<file path="config.mk">
export PLATFORM = sky130hd
export DESIGN_NAME = pwm_multi_scheduler
export DESIGN_NICKNAME = d
export VERILOG_FILES = /design/src/rtl/pwm_multi_scheduler.sv
export SDC_FILE = /design/constraint.sdc
export NUM_CORES = 1
export LEC_CHECK = 0
export CAP_MARGIN = 20
export CORE_MARGIN = 4
export CORE_UTILIZATION = 55
export DETAILED_ROUTE_END_ITERATION = 10
export GPL_ROUTABILITY_DRIVEN = 0
export PLACE_DENSITY = 0.77
export SYNTH_ARGS = -nofsm -noshare
export SYNTH_HDL_FRONTEND = slang
export SYNTH_SLANG_ARGS = --single-unit
</file>
<file path="constraint.sdc">
create_clock -name clock_i -period 3.45 [get_ports clock_i]
set_clock_uncertainty 0.15 [all_clocks]
set_input_delay 0.5175 -clock clock_i [delete_from_list [all_inputs] [get_ports clock_i]]
set_output_delay 0.5175 -clock clock_i [all_outputs]
set_load 0.03 [all_outputs]
</file>
<file path="src/rtl/pwm_multi_scheduler.sv">
// Round-robin pulse-width scheduler: one shared width counter measures each PWM
// input in turn and keeps a hysteresis on/off decision and a timeout flag per channel.
//
// state     | meaning
// IDLE      | scheduler disabled, outputs held
// ARM       | wait for the selected input to be low (rejects a pulse already in progress)
// WAIT_RISE | wait for the rising edge of the selected input
// MEASURE   | count synchronized high cycles, saturating at MAX
// EVAL      | apply thresholds, publish width, advance to the next channel
module pwm_multi_scheduler #(
    parameter int NUM_CHANNELS       = 4,
    parameter int MAX_COUNTER_VALUE  = 2000,
    parameter int HIGH_COUNTER_VALUE = 1750,
    parameter int LOW_COUNTER_VALUE  = 1250,
    parameter int TIMEOUT_VALUE      = 5000
) (
    input  logic                                         clock_i,
    input  logic                                         reset_i,
    input  logic                                         enable_i,
    input  logic [NUM_CHANNELS-1:0]                      pwm_i,
    output logic [NUM_CHANNELS-1:0]                      output_pins_o,
    output logic [NUM_CHANNELS-1:0]                      timeout_o,
    output logic [$clog2(MAX_COUNTER_VALUE+1)-1:0]       width_o,
    output logic [$clog2(NUM_CHANNELS)-1:0]              done_channel_o,
    output logic                                         done_o,
    output logic                                         busy_o
);

    localparam int CW = $clog2(MAX_COUNTER_VALUE + 1);
    localparam int TW = $clog2(TIMEOUT_VALUE + 1);
    localparam int SW = $clog2(NUM_CHANNELS);

    localparam logic [CW-1:0] MAX_W  = CW'(MAX_COUNTER_VALUE);
    localparam logic [CW-1:0] HIGH_W = CW'(HIGH_COUNTER_VALUE);
    localparam logic [CW-1:0] LOW_W  = CW'(LOW_COUNTER_VALUE);
    localparam logic [TW-1:0] TO_W   = TW'(TIMEOUT_VALUE);
    localparam logic [SW-1:0] LAST_SEL = SW'(NUM_CHANNELS - 1);

    typedef enum logic [2:0] {
        IDLE,
        ARM,
        WAIT_RISE,
        MEASURE,
        EVAL
    } state_t;

    state_t state, state_next;

    logic [NUM_CHANNELS-1:0] sync_1, sync_2;
    logic [SW-1:0]           sel, sel_next, sel_inc;
    logic [CW-1:0]           cnt, cnt_next;
    logic [TW-1:0]           tcnt, tcnt_next;
    logic [NUM_CHANNELS-1:0] pins_next, to_next;
    logic [CW-1:0]           width_next;
    logic [SW-1:0]           dch_next;
    logic                    done_next;
    logic                    cur;

    always_ff @(posedge clock_i or negedge reset_i) begin
        if (!reset_i) begin
            sync_1 <= '0;
            sync_2 <= '0;
        end else begin
            sync_1 <= pwm_i;
            sync_2 <= sync_1;
        end
    end

    assign cur     = sync_2[sel];
    assign sel_inc = (sel == LAST_SEL) ? '0 : sel + 1'b1;
    assign busy_o  = (state != IDLE);

    always_ff @(posedge clock_i or negedge reset_i) begin
        if (!reset_i) begin
            state <= IDLE;
        end else begin
            state <= state_next;
        end
    end

    always_comb begin
        state_next = state;
        sel_next   = sel;
        cnt_next   = cnt;
        tcnt_next  = tcnt;
        pins_next  = output_pins_o;
        to_next    = timeout_o;
        width_next = width_o;
        dch_next   = done_channel_o;
        done_next  = 1'b0;

        // Dropping enable abandons any measurement; published results stay put.
        if (!enable_i) begin
            state_next = IDLE;
        end else begin
            case (state)
                IDLE: begin
                    state_next = ARM;
                    sel_next   = '0;
                    tcnt_next  = '0;
                end
                ARM, WAIT_RISE: begin
                    if (tcnt == TO_W) begin
                        to_next[sel] = 1'b1;
                        sel_next     = sel_inc;
                        tcnt_next    = '0;
                        state_next   = ARM;
                    end else begin
                        tcnt_next = tcnt + 1'b1;
                        if (state == ARM && !cur) begin
                            state_next = WAIT_RISE;
                        end else if (state == WAIT_RISE && cur) begin
                            state_next = MEASURE;
                            cnt_next   = CW'(1);
                        end
                    end
                end
                MEASURE: begin
                    if (!cur || cnt == MAX_W) begin
                        state_next = EVAL;
                    end else begin
                        cnt_next = cnt + 1'b1;
                    end
                end
                EVAL: begin
                    if (cnt > HIGH_W) begin
                        pins_next[sel] = 1'b1;
                    end else if (cnt < LOW_W) begin
                        pins_next[sel] = 1'b0;
                    end
                    to_next[sel] = 1'b0;
                    width_next   = cnt;
                    dch_next     = sel;
                    done_next    = 1'b1;
                    sel_next     = sel_inc;
                    tcnt_next    = '0;
                    state_next   = ARM;
                end
                default: begin
                    state_next = IDLE;
                end
            endcase
        end
    end

    always_ff @(posedge clock_i or negedge reset_i) begin
        if (!reset_i) begin
            sel            <= '0;
            cnt            <= '0;
            tcnt           <= '0;
            output_pins_o  <= '0;
            timeout_o      <= '0;
            width_o        <= '0;
            done_channel_o <= '0;
            done_o         <= 1'b0;
        end else begin
            sel            <= sel_next;
            cnt            <= cnt_next;
            tcnt           <= tcnt_next;
            output_pins_o  <= pins_next;
            timeout_o      <= to_next;
            width_o        <= width_next;
            done_channel_o <= dch_next;
            done_o         <= done_next;
        end
    end

endmodule

</file>
; After elaboration in Yosys (flattened, before gate mapping)
; Cells that the tools add are included.
[op_classes]
addsub = 3
n_eq_ne = 14
n_mux = 26
n_reduce_logical = 21
magnitude_cmp = 4
bitwise_logic = 5
[op_table]
columns = op, count
row1 = 11-bit 2-to-1 mux, 4
row2 = 13-bit one-hot mux with 2 select lines, 1
row3 = 11-bit one-hot mux with 2 select lines, 1
row4 = 3-bit 2-to-1 mux, 5
row5 = 13-bit by 1-bit adder with 13-bit output (second input constant), 1
row6 = 13-bit == test (second input constant), 1
row7 = 13-bit 2-to-1 mux, 1
row8 = 4-bit 2-to-1 mux, 3
row9 = 11-bit by 1-bit adder with 11-bit output (second input constant), 1
row10 = 11-bit == test (second input constant), 1
row11 = 11-bit > comparator (second input constant), 1
row12 = 11-bit < comparator (second input constant), 1
row13 = 2-bit inequality test (second input constant), 5
row14 = 3-bit one-hot mux with 3 select lines, 1
row15 = 3-bit AND reduction, 3
row16 = 4-bit AND, 2
row17 = 4-bit OR, 2
row18 = 4-bit one-hot mux with 2 select lines, 1
row19 = 2-bit nonzero test, 4
row20 = 3-bit by 2-bit == test with 1-bit output (second input constant), 2
row21 = 2-bit one-hot mux with 3 select lines, 1
row22 = 2-bit AND reduction, 3
row23 = 6-bit AND reduction, 1
row24 = 3-bit nonzero test, 2
row25 = 18 further kinds, 25
[word_totals]
elab_cells = 84
in_bits = 7
register_bits = 59

; Depth between registers and ports, before layout
[depth]
word_depth = 8
mapped_depth = 7

; Worst setup path before layout
; OpenSTA, ideal clock, no wires.
[synth_timing]
path_type = reg-to-reg
startpoint = register tcnt[0]
endpoint = register tcnt[5]
slack_ps = 1366
required_ps = 3178
n_path_buf = 1
stages_incl_launch_ff = 8
arrival_ps = 1812
period_less_slack_ps = 2084
setup_ps = 122
cell_sequence = dfrtp_1 -> inv_1 -> ha_1 -> or4b_4 -> or3_4 -> buf_6 -> a31oi_4 -> o21ai_1
[synth_via]
elab_chain_cells = 3
[synth_lines]
columns = item, line_no
row1 = start: declaration, 52  ; logic [TW-1:0] tcnt, tcnt_next;
row2 = start signal: assignment, 159  ; tcnt <= tcnt_next;
row3 = 13-bit by 1-bit adder with 13-bit output or 13-bit == test (tied branches), "109, 103"
row4 = 13-bit 2-to-1 mux (*), 103  ; if (tcnt == TO_W) begin
row5 = 13-bit one-hot mux with 2 select lines (*), 96  ; case (state)
; Every way passes the cells marked *; elsewhere a longest branch is shown, timed or not.
; A chain may end at the register's enable or synchronous reset.

; Final worst setup path
[layout_timing]
startpoint = register state[1]
endpoint = output busy_o
[layout_via]
elab_chain_cells = 1
[layout_lines]
columns = item, line_no
row1 = start: declaration, 47  ; state_t state, state_next;
row2 = start signal: assignment, 77  ; state <= state_next;
row3 = 3-bit nonzero test, 71  ; assign busy_o = (state != IDLE);
row4 = end: declaration, 26  ; output logic busy_o
; No other way between the ends.

==> results.yml <==
layout:
  drive_gt1_frac: 0.1015
  fin_cells: 395
  layout_commonest_cell: "dfrtp_1"
  fin_nets: 337
  fillers: 457
  antennaDiodeCount: 0
  mostFrequentLayoutCells: "dfrtp_1, clkdlybuf4s50_1, inv_1, nand2_1, a31oi_1"
  area_growth_pct: 17.42
synthesis:
  syn-num-nets: 309
  postSynth.asyncResetShare: 1.000
  synthCells: 293
  syn_area_mm2: 0.003030
  synth_edf_count: 0
  synth-seq-cells: 59
  synth.yosys.warnings: 0
  ys_seq_area_frac: 0.4872
  synthFlopType: "dfrtp_1"
  synth_compound_area_frac: 0.1412
  synthTopCellsByArea: "dfrtp_1, mux2_1, a31oi_1"
  ys_types: 51
  synth_area_per_cell_um2: 10.34
  yosys.area_share.simple: 0.2015
  synth_top_family_by_area: "simple AND/OR/NAND/NOR gates"
  yosysTopAreaCellShare: 0.4872
  synthAdderAreaFrac: 0.04088
  synth_xor_area_frac: 0.01156
  synth.area.mux_share: 0.06606
  synth_area_leader_cell: "dfrtp_1"
drt:
  drt_iter0_drc: 229
  first_pass_iters: 4
  vias_per_cell: 6.152
  vias: 2430
  drc: 0
  ant_nets: 0
  totalWireLength_mm: 6.479
  post_drt_wl_per_cell_um: 16.40
clocking:
  clock-sinks: 59
  cts.clk_slew.worst_paths_ns: 0.07
  cts_inserted_buffers: 9
  cts_root_buffer: "clkbuf_8"
  h-tree-depth: 3
  clockBufferDepth: 2
  cts.hold.buffers_added: 0
  ctsResizeCount: 0
  clk_latency_ns: 0.34
  cts_tree: "yes"
  post-cts-setup-buffer-count: 0
timing:
  finalCriticalPeriod_ns: 2.588
  final_max_slew_viol_count: 0
  finalSetupViolations: 0
  fmax_mhz: 386.4
  hold_viol_final: 0
  fin_crit_sh: 0.7501
  tightest_slew_ns: 0.7630
  rsz0062_at_grt: "no"
  slew_headroom: 0.4874
  setup_tns_ns: 0
critical_path:
  r2r_start: "tcnt[0]$_DFFE_PN0P_"
  cp_top_family: "buffers and inverters"
  slowest_stage: "clkdlybuf4s50_1"
  cp-end-kind: "output port"
  crit_start: "state[1]$_DFFE_PN0P_"
  cp_slowest_stage_delay_ns: 0.61
  cp.required_ns: 2.78
  worstPathCellList: "or3_1, clkdlybuf4s50_1"
  critPathMaxFanout: 12
  crit_arrival_ns: 1.92
  crit_type: "reg -> out"
  worst-path-buf-inv: 1
  critical_path.startpoint_type: "register"
grt:
  grt_overflow: 0
  grt_pass1_wl_mm: 11.14
  antenna_found_initial: 0
  grt_start_max_net_pins: 50
  track_usage: 0.2204
  grt_pass1_vias: 2260
placed_design:
  io_buffers: 29
  dp_hpwl_mm: 4.465
  dp.cells: 379
floorplan:
  dieArea_mm2: 0.006762
  io_pins: 30
  die_height_um: 82.23
  rows: 26
  die_w_um: 82.23
  fp.coreArea_mm2: 0.005238
  start_util: 0.5786
power_and_ir_drop:
  switchingPower_uw: 828.3
  switching_share: 0.3741
  seqPwrFrac: 0.453
  vdd_drop_max_v: 0.0004318
  clkPwrFrac: 0.238
  p_per_area_mw_per_mm2: 622.2
  p_int_uw: 1386
  pwr-share-comb: 0.308
  p_leak_uw: 0.001491
hold_path:
  hold_class: "in -> async"
flow_run:
  drv_cap: 0
run_status:
  status: "complete, no violations"
-- per-stage QoR --
stage          cell area, um2  setup slack (ns)  total power (uW)  utilization  hold slack (ns)
3_3_place_gp             3371            0.9332              1661       0.6436           0.1813
5_1_grt                  3558            0.7940              2355       0.6794          0.04890
2_1_floorplan            3030             1.366              1449            -          0.07191
6_report                 3558            0.8621              2214       0.6794          0.01882
4_1_cts                  3531            0.8701              2220       0.6742           0.1911
3_5_place_dp             3371            0.8083              1687       0.6436           0.1856
-- power groups by stage --
stage	Combinational, uW	Sequential, uW	Clock [uW]
floorplan	450	998	0
detailed placement	674	1010	0
global placement	656	1000	0
finish	683	1000	527
CTS	676	1000	542
global route	753	1030	569
-- area by class of cell --
class / count / area [um2] / area share
well taps: 70 / 87.58 / 0.02461
inverters: 19 / 71.32 / 0.02004
multi-input cells: 197 / 1413 / 0.3970
repair buffers: 35 / 350.3 / 0.09845
clock inverters: 3 / 15.01 / 0.004219
clock buffers: 12 / 145.1 / 0.04079
flip-flops and latches: 59 / 1476 / 0.4149
-- layer usage --
| metal | global-route usage | routed length (um) |
|---|---|---|
| met5 | 0 | 0 |
| met4 | 0.08804 | 107 |
| met3 | 0.06074 | 537 |
| met2 | 0.3189 | 2856 |
| met1 | 0.3120 | 2978 |
-- synthesized netlist by cell type (all sizes together) (7+ instances only) --
library cell and n:
a31oi 20, clkbuf 9, dfrtp 59, ha 9, inv 19, buf 9
mux2 14, nor3 12, nand3 15, nor2 9, nor4 9, o21ai 10
a21oi 13, nand4 7, nand2 20
-- kinds of logic (layout without fill, tap and decap cells) --
group | count (synthesis) | after routing
flops | 59 | 59
mux | 17 | 17
simple gates | 103 | 103
fa+ha+maj | 10 | 10
compound gates | 63 | 63
xor+xnor | 4 | 4
buf+inv | 37 | 69
-- worst paths after layout --
path | cells past startpoint | slack (ns) | endpoint
worst max-delay path | 2 | 0.86 | busy_o
worst min-delay path | 1 | 0.02 | tcnt[4]$_DFFE_PN0P_
worst max register to register | 7 | 1.01 | state[0]$_DFFE_PN0P_
worst min register to register | 0 | 0.19 | sync_2[2]$_DFF_PN0_
max in group asynchronous | 2 | 2.52 | state[1]$_DFFE_PN0P_
min in group clock_i | 0 | 0.19 | sync_2[2]$_DFF_PN0_
(Power assumes the default switching activity.)
==> patch 1: new RTL, same settings <==
Change the parameter `NUM_CHANNELS` from 4 to 8.
--- a/src/rtl/pwm_multi_scheduler.sv
+++ b/src/rtl/pwm_multi_scheduler.sv
@@ -9,5 +9,5 @@
 // EVAL      | apply thresholds, publish width, advance to the next channel
 module pwm_multi_scheduler #(
-    parameter int NUM_CHANNELS       = 4,
+    parameter int NUM_CHANNELS       = 8,
     parameter int MAX_COUNTER_VALUE  = 2000,
     parameter int HIGH_COUNTER_VALUE = 1750,
Interface: changed (resized done_channel_o, output_pins_o, pwm_i and timeout_o); port bits go from 30 to 43. The function was not compared with the original's and may differ.
==> patch 1 against the original RTL <==
Non-clock buffer count rose by 8; wire length rose by 6.8%; setup slack got worse by 0.23 ns; power grew 7.8%; design area up 18%; sequential cell count increased by 18; sequential share of layout area is 4.3 points higher; synthesized area increased by 16%; largest cell class unchanged; clock power increased by 39%.
==> patch 1: results (changes against the original RTL) <==
* Post-place instance area at 4000 sq um (+19%)
* VDD IR-drop max at 411 uV (-4.9%)
* Adder-Cell Fraction of Synth Area at 0.0249 (-0.0160)
* Tightest hold margin at 0.155 ns (+0.136 ns)
* Port Buffers at 42 (+45%)
* Slew @ Worst Pin at 0.919 ns (+0.156 ns)
* Final wirelength at 6.92 mm (+6.8%)
* Compound-Gate Fraction of Synth Area at 0.135 (-0.00576)
* Crit-path max FO at 16 (+4)
* Pin count of the biggest net entering global routing at 78 (+56%)
* Met2 wire len at 3.25 mm (+14%)
* Finished Layout Cells at 432 (+9.4%)
* Pre-CTS setup slack at 0.649 ns (-0.159 ns)
* Yosys cell types at 44 (-14%)
* Syn Inst Count at 314 (+7.2%)
* Outcome: completed
* Combinational Power Share at 0.230 (-0.078)
* M2 GR Usage at 0.302 (-0.0169)
* Data arrival, critical path at 2.90 ns (+0.98 ns)
* CP delay by family, top: multiplexers
* R2r setup slk at 0.63 ns (-0.38 ns)
* CP max stage delay at 0.65 ns (+0.04 ns)
* Grt met3 use at 0.0367 (-0.0240)
* Mux share of post-synthesis cell area at 0.0803 (+0.0143)
* Synth Area in XOR/XNOR at 0.0224 (+0.0108)
* GR Util All Layers at 0.195 (-0.0258)
* Nets@finish at 371 (+10%)
* Commonest cells in the netlist: dfrtp_1 (77), nand2_1 (28), o21ai_0 (28)
* Lkg Pwr at 1.83 nW (+23%)
patch 1: cell count changes in the layout (fill, tap and decap cells not counted), sizes merged, moves of 9 or more:
cell           delta
dfrtp            +18
o21ai            +18
inv              -12
clkdlybuf4s50    +13
o21a             +10
o31ai             +9
a31oi            -16
patch 1: worst max path at each step:
stage | endpoint | slack [ns]
after floorplan | state[1]$_DFFE_PN0P_ | 1.0
after global placement | state[1]$_DFFE_PN0P_ | 0.74
after detailed placement | state[1]$_DFFE_PN0P_ | 0.65
after CTS | state[1]$_DFFE_PN0P_ | 0.62
after global routing | state[1]$_DFFE_PN0P_ | 0.51
final | state[1]$_DFFE_PN0P_ | 0.63
patch 1: area by class of cell:
cell class                 instances  area, sq um  area share
inverter                           7         26.3     0.00624
sequential                        77         1930       0.458
tap                               75         93.8      0.0223
clock inverter                     5         75.1      0.0178
multi-input combinational        215         1520       0.362
timing repair buffer              43          425       0.101
clock buffer                      10          138      0.0327
==> patch 2: new RTL, same settings <==
Without the edit above. Encoding of `state_t`: now one-hot (5 bits for 5 states).
--- a/src/rtl/pwm_multi_scheduler.sv
+++ b/src/rtl/pwm_multi_scheduler.sv
@@ -37,10 +37,10 @@
     localparam logic [SW-1:0] LAST_SEL = SW'(NUM_CHANNELS - 1);
 
-    typedef enum logic [2:0] {
-        IDLE,
-        ARM,
-        WAIT_RISE,
-        MEASURE,
-        EVAL
+    typedef enum logic [4:0] {
+        IDLE      = 5'b00001,
+        ARM       = 5'b00010,
+        WAIT_RISE = 5'b00100,
+        MEASURE   = 5'b01000,
+        EVAL      = 5'b10000
     } state_t;
 
Formal check against the unedited RTL: no difference found for any inputs over 10 cycles, from zero or initial values and one cycle with reset_i low; not proved beyond that.
==> patch 2 against the original RTL <==
Sequential share of layout area up 1.1 points; utilization up 0.57 points; non-clock buffer count down 2; critical path depth up 1; sequential cell count up 2; design area up 0.84%; fmax up 3.9%; wire length down 6.5%; synthesized area up 0.91%; setup slack better by 0.096 ns.
Power is not compared: it rests on default switching activity, and its combinational part moved more than twofold at a synthesized area within 25%.
==> patch 2: results (changes against the original RTL) <==
* Setup Viol. Count Final at 0 (unchanged)
* Met2 wire len at 2.70 mm (-5.5%)
* Worst r2r path cells at 5 (-2)
* CP max stage delay at 0.61 ns (about the same)
* First-pass GRT wire length at 10.4 mm (-6.3%)
* Grt met3 use at 0.0748 (+0.0141)
* M1 WL at 2.88 mm (-3.2%)
* Placed Instances at 374 (-1.3%)
* Initial antenna violation count at 0 (unchanged)
* Crit-path max FO at 10 (-2)
* VDD IR-drop max at 301 uV
* Met1 Use GR at 0.287 (-0.0251)
* Skew-Pair Late Insertion Delay at 0.34 ns (about the same)
* Uppermost routed layer: met4
* Area contributors post-synth: dfrtp_1 (49%), mux2_2 (4.8%), ha_1 (3.7%)
* Commonest cells in the netlist: dfrtp_1 (60), o21ai_0 (18), nand2_1 (17), nor2_1 (17), mux2_2 (13)
* Port Buffers at 29 (unchanged)
* Outcome: completed
* GR Util All Layers at 0.207 (-0.0134)
* FILL cells at 405 (-11%)
* Slew HR at 0.416 (-0.0716)
* Critical-path top delay cell: clkdlybuf4s50_1
* Finished Layout Cells at 390 (-1.3%)
* Pin count of the biggest net entering global routing at 62 (+24%)
* Num CTS Buffers at 9 (unchanged)
* First-pass DRT Iterations at 5 (+1)
* Resized cells post-CTS at 0 (unchanged)
* Syn Inst Count at 284 (-3.1%)
* Clk root buf: clkbuf_8
* Htree depth at 3 (unchanged)
* Routed wl met3 at 403 microns (-25%)
* Initial drt markers at 199 (-13%)
* Post-synth ARST share at 1.00 (unchanged)
* Inserted Diodes at 0 (unchanged)
* Average routed wire per standard cell at 15.5 microns (-5.3%)
* Prevailing post-synth register cell: dfrtp_1
* Post-CTS Setup Repair Bufs at 0 (unchanged)
* Vias in the first global route at 2173 (-3.8%)
* CTS sink cnt at 61 (+3.4%)
* Yosys cell types at 56 (+9.8%)
* Post-place instance area at 3380 sq um (+0.22%)
* Nets@finish at 331 (-1.8%)
* Seq/Total Area, Yosys at 0.500 (+0.0124)
* Data arrival, critical path at 1.82 ns (-0.10 ns)
* Max clock buf depth at 2 (unchanged)
* HPWL Detailed at 4.25 mm (-4.7%)
* CTS clock-pin slew for the worst setup and hold paths at 0.07 ns (about the same)
* Pre-CTS setup slack at 0.801 ns (-0.00682 ns)
* Share of cells above drive strength 1 at 0.150 (+0.0485)
* Hold crit path type: in2async
* DR vias at 2300 (-5.3%)
* M2 GR Usage at 0.305 (-0.0136)
* Lkg Pwr at 1.55 nW
* Warnings, synthesis at 0 (unchanged)
* CP delay by family, top: buffers and inverters
* Syn nets at 300 (-2.9%)
==> patch 2: cell types whose count changed after synthesis, sizes merged, moves of 5 or more <==
cell / before / now
a31oi: 20 / 5
inv: 19 / 11
o21ai: 10 / 18
xnor2: 4 / 9
a22o: 0 / 5
clkbuf: 9 / 3
nor2: 9 / 17
or3: 6 / 1
==> patch 2: layout make-up <==
class,count,area (sq um),share of cell area
flip-flops and latches,61,1530,0.426
clock inverters,4,45.0,0.0126
repair buffers,33,315,0.0879
well taps,70,87.6,0.0244
multi-input cells,199,1410,0.392
clock buffers,12,165,0.0460
inverters,11,41.3,0.0115
==> patch 2: cells by family after synthesis <==
kind of cell	count (synthesis)	share of synthesized area
DFF	61	0.500
adders and majority gates	9	0.0368
muxes	15	0.0585
and+or+nand+nor	107	0.208
xor gates and xnor gates	12	0.0344
AOI/OAI and AO/OA	56	0.122
buffers and inverters	24	0.0405
==> patch 2: path summary, 6_finish.rpt <==
path | from | to | slack [ns]
min in group clock_i | sync_1[0]$_DFF_PN0_ | sync_2[0]$_DFF_PN0_ | 0.20
worst max-delay path | state[2]$_DFFE_PN0P_ | busy_o | 0.96
worst min-delay path | reset_i | tcnt[8]$_DFFE_PN0P_ | 0.18
worst min register to register | sync_1[0]$_DFF_PN0_ | sync_2[0]$_DFF_PN0_ | 0.20
max in group asynchronous | reset_i | cnt[3]$_DFFE_PN0P_ | 2.48
worst max register to register | tcnt[2]$_DFFE_PN0P_ | sel[1]$_DFFE_PN0P_ | 0.98
==> patch 2: power breakdown <==
group          internal [W]  switching [W]
Clock              0.000389       0.000267
Combinational     0.0000852       0.000132
Sequential         0.000740      0.0000409
